### src/rtl/ddsm_cfg_ctrl.sv
// Configuration sequencer for the MASH DDSM error-feedback stage chain: loads stage
// masks and seed, then runs a stage reset and a pipeline fill before flagging valid output.
module ddsm_cfg_ctrl #(
    parameter int P_DATA_WIDTH = 8,
    parameter int P_RST_CYCLES = 4,
    parameter int P_PIPE_LAT   = 8
) (
    input  logic                    i_clk,
    input  logic                    i_rst_n,
    input  logic                    i_cfg_valid,
    output logic                    o_cfg_ready,
    input  logic [3:0]              i_cfg_width,
    input  logic [1:0]              i_cfg_order,
    input  logic [P_DATA_WIDTH-1:0] i_cfg_seed,
    input  logic                    i_frac_wr,
    input  logic [P_DATA_WIDTH-1:0] i_frac,
    output logic                    o_cfg_err,
    output logic [P_DATA_WIDTH-1:0] o_sum_sel,
    output logic [P_DATA_WIDTH:0]   o_cout_sel,
    output logic [P_DATA_WIDTH-1:0] o_seed,
    output logic [P_DATA_WIDTH-1:0] o_efm_data,
    output logic [2:0]              o_stage_en,
    output logic                    o_mod_rst_n,
    output logic                    o_out_valid,
    output logic                    o_busy
);

    localparam logic [2:0] S_IDLE = 3'd0;
    localparam logic [2:0] S_LOAD = 3'd1;
    localparam logic [2:0] S_HOLD = 3'd2;
    localparam logic [2:0] S_FILL = 3'd3;
    localparam logic [2:0] S_RUN  = 3'd4;

    localparam logic [7:0] LP_HOLD_LOAD = 8'(P_RST_CYCLES - 1);
    localparam logic [7:0] LP_PIPE_LAT  = 8'(P_PIPE_LAT);

    logic [2:0]              r_state;
    logic [7:0]              r_cnt;
    logic [1:0]              r_order;
    logic                    r_cfg_ready;
    logic                    r_cfg_err;
    logic                    r_busy;
    logic                    r_mod_rst_n;
    logic                    r_out_valid;
    logic [P_DATA_WIDTH-1:0] r_frac;
    logic [P_DATA_WIDTH-1:0] r_sum_sel;
    logic [P_DATA_WIDTH:0]   r_cout_sel;
    logic [P_DATA_WIDTH-1:0] r_seed;
    logic [P_DATA_WIDTH-1:0] r_efm_data;
    logic [2:0]              r_stage_en;

    logic                    w_accept;
    logic                    w_legal;
    logic                    w_load;
    logic                    w_reject;
    logic [2:0]              w_state_nxt;
    logic [P_DATA_WIDTH:0]   w_one;
    logic [P_DATA_WIDTH:0]   w_cout_sel;
    logic [P_DATA_WIDTH-1:0] w_sum_sel;
    logic [2:0]              w_stage_en;
    logic [7:0]              w_fill_load;

    assign w_accept = i_cfg_valid & r_cfg_ready;
    assign w_legal  = (i_cfg_width != 4'd0) && (i_cfg_width <= 4'(P_DATA_WIDTH))
                      && (i_cfg_order != 2'd0);
    assign w_load   = w_accept & w_legal;
    assign w_reject = w_accept & ~w_legal;

    // Width 8 selects carry bit 8; the sum mask is that one-hot minus one, truncated.
    assign w_one       = {{P_DATA_WIDTH{1'b0}}, 1'b1};
    assign w_cout_sel  = w_one << i_cfg_width;
    assign w_sum_sel   = w_cout_sel[P_DATA_WIDTH-1:0] - w_one[P_DATA_WIDTH-1:0];
    assign w_fill_load = (LP_PIPE_LAT * {6'd0, r_order}) - 8'd1;

    always_comb begin
        w_stage_en = 3'b000;
        case (i_cfg_order)
            2'd1:    w_stage_en = 3'b001;
            2'd2:    w_stage_en = 3'b011;
            2'd3:    w_stage_en = 3'b111;
            default: w_stage_en = 3'b000;
        endcase
    end

    always_comb begin
        w_state_nxt = r_state;
        case (r_state)
            S_IDLE, S_RUN: if (w_load) w_state_nxt = S_LOAD;
            S_LOAD:        w_state_nxt = S_HOLD;
            S_HOLD:        if (r_cnt == 8'd0) w_state_nxt = S_FILL;
            S_FILL:        if (r_cnt == 8'd0) w_state_nxt = S_RUN;
            default:       w_state_nxt = S_IDLE;
        endcase
    end

    always_ff @(posedge i_clk or negedge i_rst_n) begin
        if (!i_rst_n) begin
            r_state     <= S_IDLE;
            r_cnt       <= 8'd0;
            r_order     <= 2'd0;
            r_cfg_ready <= 1'b1;
            r_cfg_err   <= 1'b0;
            r_busy      <= 1'b0;
            r_mod_rst_n <= 1'b0;
            r_out_valid <= 1'b0;
            r_frac      <= '0;
            r_sum_sel   <= '0;
            r_cout_sel  <= w_one;
            r_seed      <= '0;
            r_efm_data  <= '0;
            r_stage_en  <= 3'b000;
        end else begin
            r_state     <= w_state_nxt;
            r_cfg_ready <= (w_state_nxt == S_IDLE) || (w_state_nxt == S_RUN);
            r_busy      <= (w_state_nxt == S_LOAD) || (w_state_nxt == S_HOLD)
                           || (w_state_nxt == S_FILL);
            r_cfg_err   <= w_reject;
            r_efm_data  <= r_frac & r_sum_sel;
            if (i_frac_wr) begin
                r_frac <= i_frac;
            end
            case (r_state)
                S_IDLE, S_RUN: begin
                    if (w_load) begin
                        r_sum_sel   <= w_sum_sel;
                        r_cout_sel  <= w_cout_sel;
                        r_seed      <= i_cfg_seed;
                        r_stage_en  <= w_stage_en;
                        r_order     <= i_cfg_order;
                        r_mod_rst_n <= 1'b0;
                        r_out_valid <= 1'b0;
                    end
                end
                S_LOAD: r_cnt <= LP_HOLD_LOAD;
                S_HOLD: begin
                    if (r_cnt == 8'd0) begin
                        r_mod_rst_n <= 1'b1;
                        r_cnt       <= w_fill_load;
                    end else begin
                        r_cnt <= r_cnt - 8'd1;
                    end
                end
                S_FILL: begin
                    if (r_cnt == 8'd0) begin
                        r_out_valid <= 1'b1;
                    end else begin
                        r_cnt <= r_cnt - 8'd1;
                    end
                end
                default: r_cnt <= 8'd0;
            endcase
        end
    end

    assign o_cfg_ready = r_cfg_ready;
    assign o_cfg_err   = r_cfg_err;
    assign o_busy      = r_busy;
    assign o_mod_rst_n = r_mod_rst_n;
    assign o_out_valid = r_out_valid;
    assign o_sum_sel   = r_sum_sel;
    assign o_cout_sel  = r_cout_sel;
    assign o_seed      = r_seed;
    assign o_efm_data  = r_efm_data;
    assign o_stage_en  = r_stage_en;

endmodule

### config.mk
export PLATFORM = sky130hd
export DESIGN_NAME = ddsm_cfg_ctrl
export DESIGN_NICKNAME = d
export VERILOG_FILES = /design/src/rtl/ddsm_cfg_ctrl.sv
export SDC_FILE = /design/constraint.sdc
export NUM_CORES = 1
export LEC_CHECK = 0
export ABC_AREA = 1
export BUFFER_PORTS_ARGS = -buffer_cell sky130_fd_sc_hd__buf_4
export CORE_MARGIN = 4
export CORE_UTILIZATION = 50
export DETAILED_ROUTE_END_ITERATION = 6
export PLACE_DENSITY_LB_ADDON = 0.1
export SLEW_MARGIN = 20
export SYNTH_ARGS = -nofsm -noshare
export SYNTH_HDL_FRONTEND = slang
export SYNTH_SLANG_ARGS = --single-unit
### constraint.sdc
create_clock -name i_clk -period 2.13 [get_ports i_clk]
set_input_delay 0.426 -clock i_clk [delete_from_list [all_inputs] [get_ports i_clk]]
set_output_delay 0.426 -clock i_clk [all_outputs]
set_load 0.005 [all_outputs]
==> results of run 1 <==
==> cells by family after synthesis <==
kind of cell / Yosys count
DFF: 62
AOI/OAI and AO/OA: 28
and+or+nand+nor: 166
adders and majority gates: 3
xor gates and xnor gates: 4
muxes: 8
buffers and inverters: 44
==> metrics by stage <==
stage,instances,utilization (%),setup WS (ns),hold slack [ns],total power (W)
final,463,67.4,0.320,0.157,0.00465
after global routing,463,67.4,0.131,0.219,0.00507
after detailed placement,447,63.5,0.275,0.443,0.00363
after floorplan,315,-,0.631,0.130,0.00284
after CTS,463,67.4,0.355,0.185,0.00468
after global placement,447,63.5,0.306,0.436,0.00358
==> per-layer routing <==
| layer | vias to the layer above | wire (µm) | GRT usage (%) | part of all wire, % |
|---|---|---|---|---|
| met5 | - | 0 | 0 | 0 |
| met1 | 1009 | 2550 | 25.4 | 45 |
| met4 | 0 | 127 | 9.97 | 2.2 |
| met3 | 12 | 465 | 6.40 | 8.2 |
| li1 | 1124 | - | - | - |
| met2 | 70 | 2560 | 29.9 | 45 |
==> worst min path at each step <==
stage                  startpoint            end  slack (ns)  cells after the start
finish                    i_rst_n  o_efm_data[4]        0.16                      1
global route              i_rst_n  o_cout_sel[7]        0.22                      1
CTS                       i_rst_n  o_efm_data[7]        0.18                      1
detailed placement  o_cout_sel[0]  o_cout_sel[0]        0.44                      2
global placement        r_frac[1]  o_efm_data[1]        0.44                      2
floorplan                 i_rst_n         o_busy        0.13                      0
==> layout make-up <==
type	instances	share of cell area, %
well taps	70	2.48
repair buffers	68	14.5
flip-flops and latches	62	44.0
clock inverters	3	1.21
clock buffers	13	4.50
multi-input cells	209	29.2
inverters	38	4.11
==> critical path, cell delays in order (launching register included) <==
cell and delay, ns:
dfrtp_1 0.36, inv_1 0.16, ha_1 0.28, nand2_1 0.08
nor2_1 0.15, nand2_1 0.11, nor2_1 0.17, nor2_1 0.15
inv_1 0.16, nand2_1 0.08, nand2_1 0.07
==> registers in the layout (all words and copies together), names as in the netlist <==
signal	flops
o_busy	1
o_mod_rst_n	1
r_order	2
o_efm_data	8
o_stage_en	3
r_frac	8
o_seed	8
o_cfg_err	1
r_cnt	8
o_cout_sel	9
o_sum_sel	8
o_cfg_ready	1
o_out_valid	1
r_state	3
==> Yosys cell counts, drive strengths merged <==
library cell / instances
nand2: 115
dfrtp: 60
inv: 38
nor2: 29
o21ai: 23
nand3: 16
mux2: 8
a21oi: 5
buf: 5
ha: 3
nand4: 3
xor2: 3
dfstp: 2
or2: 2
clkbuf: 1
nand3b: 1
xnor2: 1
==> power by group through the flow <==
stage	Combinational (W)	Sequential, W	Clock, W
after CTS	0.00176	0.00186	0.00106
after detailed placement	0.00176	0.00187	0
after global routing	0.00203	0.00191	0.00112
after global placement	0.00170	0.00188	0
final	0.00174	0.00186	0.00104
after floorplan	0.000977	0.00186	0
==> flow_summary_export.csv, run 1 <==
group,metric,value,unit
run_status,status,"completed",
cts,cts-root-buf,"clkbuf_8",
worst_setup_path,crit_required,2.41,ns
worst_setup_path,worstPathMaxFanout,7,
routing,drt_wl_total,5.70,mm
floorplan,die_area,6810,µm²
worst_setup_path,arrival,2.09,ns
placed_design,place_congestion,0.933,
sta,timing.fmax,553,MHz
routing,vias_per_cell,4.78,
grt,grt_pass1_vias,2290,
pwr,switching_share,35.0,%
cells_and_area,final_common_cell,"nand2_1",
floorplan,core,5240,µm²
yosys,ys_ff_latch,62,
placed_design,place_area,3330,µm²
cells_and_area,final_cell_mix,"nand2_1, buf_4, dfrtp_1",
cts,htree_levels,3,
yosys,ys_top_cells_by_area,"dfrtp_1, nand2_1, inv_1, nor2_1, mux2_2",
cells_and_area,stdcell_area,3530,µm²
floorplan,fp-row-count,26,
cts,post-cts-setup-buffers,0,
yosys,ys_warn_count,0,
cells_and_area,num-nets-final,417,
floorplan,die_y,82.6,µm
cells_and_area,area_growth,27.0,%
sta,tns,0,ns
pwr,p_switching,0.00163,W
hold_path,min_path_type,"in2async",
pwr,clockPowerShare,22.4,%
cells_and_area,nFillCells,433,
placed_design,hpwl,4.09,mm
grt,grt_pass1_wl,10.1,mm
cts,clk_latency,0.34,ns
sta,rsz0062_at_grt,"false",
yosys,yosysTopAreaCellShare,54.0,%
job,cap_viol_max_count,0,
grt,grtUsageTotal,19.8,%
pwr,internal-power,0.00302,W
worst_setup_path,regToRegStartpoint,"r_cnt[0]",
sta,min_period,1.81,ns
yosys,synth_cell_types,27,
yosys,synth_top_family_by_area,"simple AND/OR/NAND/NOR gates",
grt,overflow,0,
yosys,synthXorXnorAreaFrac,1.26,%
sta,finalSetupViolCount,0,
pwr,p_per_area,1320,nW/µm²
cts,clk_path_buf_depth,2,
sta,slew-limit-headroom,50.8,%
worst_setup_path,cp-endpoint,"r_cnt[3]",
yosys,synthMuxAreaShare,3.24,%
sta,worst_slew_pin_slew,0.738,ns
worst_setup_path,r2r_slack,0.32,ns
cts,cts_repair_resize_count,0,
pwr,pwr-share-seq,40.1,%
cts,numCtsBuffers,9,
yosys,ys_seq_area_share,55.9,%
yosys,syn-num-nets,344,
worst_setup_path,r2r_end,"r_cnt[3]",
routing,dr.pass1.iters,4,
yosys,synth.avg_cell_area,8.82,µm²
yosys,syn_area,2780,µm²
placed_design,io_buffers,66,
routing,via_count,2215,
yosys,synthAdderAreaFrac,1.35,%
yosys,yosysTopAreaCell,"dfrtp_1",
yosys,synth-simple-area-share,24.8,%
floorplan,io_pins,67,
cts,tritoncts,"built",
pwr,combPwrFrac,37.5,%
cts,postCtsHoldBufs,0,
worst_setup_path,startpoint,"r_cnt[0]",
cells_and_area,drive_above_1_share,27.5,%
cells_and_area,n_antenna_cell,0,
grt,grt_max_degree,63,
yosys,synth_compound_area_share,6.39,%
sta,slew_viol_final,0,
worst_setup_path,end_kind,"register",
routing,wire_per_inst,12.3,µm
worst_setup_path,critical_path_class,"reg2reg",
yosys,postSynthCellCount,315,
cells_and_area,multi_input_area,1030,µm²
worst_setup_path,startpoint_type,"register",
routing,drcViolationCount,0,
sta,period_share,85.0,%
pwr,leakage,1.93,nW
worst_setup_path,reg2reg_depth,10,
sta,skew,0.00442,ns
routing,first_iter_violations,161,
cts,clock_sinks,62,
grt,antenna_found_initial,0,
pwr,ir_drop,608,µV
cells_and_area,register_area,1550,µm²
cts,clkTransAtPathRegs,0.06,ns
floorplan,initial_core_util,53.1,%
routing,ant_nets,0,
sta,final_hold_viol_count,0,
floorplan,fp.dieW,82.6,µm
No activity file was read; power rests on OpenSTA's default activity.
==> run 2: changes to the inputs <==
- clock period: 2.13 -> 1.8 ns (I/O delays scaled with it)
==> run 2 against run 1 <==
Effect of this change:
- clock power down 4%
- register-to-register slack worse by 0.10 ns
- design area is 0.67% higher
- utilization is 0.45 points higher
- highest routed layer unchanged
- clock skew grew 0.0066 ns
==> flow_summary_export.csv, run 2 (synthesis gave the netlist of run 1 again) <==
group,metric,value,unit
pwr,leakage,1.95,nW
routing,first_iter_violations,193,
routing,via_count,2234,
worst_setup_path,regToRegStartpoint,"r_cnt[1]",
routing,drcViolationCount,0,
worst_setup_path,crit_chain,"inv_1, ha_1, nand2_1, nor2_2, nand2_1, inv_1, nor2_1, nand2_1, nor2_1, inv_1",
floorplan,fp-row-count,26,
floorplan,die_area,6810,µm²
run_status,status,"completed",
cells_and_area,register_area,1550,µm²
cts,cts-root-buf,"clkbuf_8",
grt,overflow,0,
cts,numCtsBuffers,9,
cells_and_area,n_antenna_cell,0,
grt,grtUsageTotal,19.8,%
hold_path,min_path_type,"in2reg",
sta,final_hold_viol_count,0,
job,cap_viol_max_count,0,
cts,post-cts-setup-buffers,0,
grt,grt_pass1_vias,2245,
hold_path,hold_path_depth,3,
worst_setup_path,worst_path_largest_cell_delay,0.38,ns
cts,clkTransAtPathRegs,0.07,ns
placed_design,io_buffers,66,
worst_setup_path,r2r_end,"o_busy",
worst_setup_path,reg2reg_depth,10,
cells_and_area,area_growth,27.8,%
floorplan,initial_core_util,53.1,%
floorplan,die_y,82.6,µm
cts,clk_path_buf_depth,2,
cells_and_area,finalNonFillerCells,469,
worst_setup_path,cpMaxStageDelayCell,"dfrtp_1",
routing,vias_per_cell,4.76,
floorplan,io_pins,67,
cells_and_area,drive_above_1_share,28.8,%
sta,worst_slew_pin_slew,0.482,ns
worst_setup_path,arrival,1.86,ns
cells_and_area,num-nets-final,424,
cts,tritoncts,"built",
routing,wire_per_inst,12.0,µm
worst_setup_path,end_kind,"register",
routing,dr.pass1.iters,4,
floorplan,fp.dieW,82.6,µm
pwr,p_per_area,1490,nW/µm²
pwr,finalPower,0.00531,W
placed_design,dp_cells,453,
cells_and_area,final_common_cell,"nand2_1",
worst_setup_path,startpoint_type,"register",
sta,skew,0.0110,ns
cts,clk_latency,0.34,ns
cells_and_area,multi_input_area,1030,µm²
cells_and_area,nFillCells,416,
cells_and_area,final_cell_mix,"nand2_1, buf_4, dfrtp_1",
sta,tns,0,ns
routing,ant_nets,0,
sta,slew_viol_final,0,
grt,antenna_found_initial,0,
cts,clock_sinks,62,
worst_setup_path,critical_path_class,"reg2reg",
sta,period_share,87.9,%
pwr,ir_drop,798,µV
hold_path,hold_path_end,"o_seed[5]",
cts,htree_levels,3,
floorplan,core,5240,µm²
worst_setup_path,worstPathMaxFanout,5,
sta,finalSetupViolCount,0,
sta,slew-limit-headroom,67.8,%
sta,min_period,1.58,ns
placed_design,place_congestion,0.894,
routing,drt_wl_total,5.64,mm
grt,grt_max_degree,36,
sta,rsz0062_at_grt,"false",
sta,timing.fmax,632,MHz
grt,grt_pass1_wl,10.0,mm
cells_and_area,largest_reg_flops,9,
placed_design,hpwl,4.27,mm
worst_setup_path,r2r_slack,0.22,ns
worst_setup_path,crit_required,2.08,ns
hold_path,worstHoldStart,"i_cfg_seed[5]",
[run 2: report_power, final]
group          switching, W  internal (W)  leakage [nW]
sequential         0.000318       0.00189         0.777
clock              0.000518      0.000481        0.0817
combinational       0.00109       0.00101          1.09
total               0.00192       0.00338          1.95
[run 2: area by class of cell]
type	count	share of cell area, %
clock buffer	10	3.59
timing repair buffer	75	16.3
multi-input combinational	209	29.1
sequential	62	43.7
inverter	38	4.09
clock inverter	5	0.775
tap	70	2.47
[run 2: worst max-delay path by stage]
stage | startpoint | to | slack, ns | cells past startpoint
global placement | r_cnt[1] | r_cnt[3] | 0.15 | 10
floorplan | r_cnt[0] | r_cnt[5] | 0.30 | 10
detailed placement | i_cfg_width[1] | o_cout_sel[1] | 0.14 | 8
finish | r_cnt[1] | o_busy | 0.22 | 10
CTS | r_cnt[1] | r_cnt[3] | 0.14 | 10
global route | r_cnt[1] | o_busy | 0.02 | 10
[run 2: what timing repair did]
action	CTS	global route
hold buffers	1	0
resized for setup	0	1
endpoints found under the setup margin	0	5
endpoints found under the hold margin	27	0
[run 2: critical path, delay by kind of cell (launching register included)]
kind,cells,cell delay [ns]
fa+ha+maj,1,0.23
buf+inv,3,0.25
flops,1,0.38
simple gates,6,0.66
[run 2: through the flow]
stage | util [%] | hold slack (ns) | cell area [µm²] | setup slack (ns)
5_1_grt | 67.8 | 0.214 | 3550 | 0.0166
3_3_place_gp | 64.6 | 0.301 | 3380 | 0.149
3_5_place_dp | 64.6 | 0.302 | 3380 | 0.136
2_1_floorplan | - | 0.0644 | 2780 | 0.301
4_1_cts | 67.8 | 0.202 | 3550 | 0.143
6_report | 67.8 | 0.212 | 3550 | 0.217
[run 2: routing by layer]
layer | vias to the layer above | GRT usage, % | routed length [µm]
li1 | 1146 | - | -
met4 | 0 | 7.52 | 83
met1 | 1018 | 25.6 | 2540
met2 | 62 | 30.0 | 2520
met3 | 8 | 7.81 | 502
met5 | - | 0 | 0
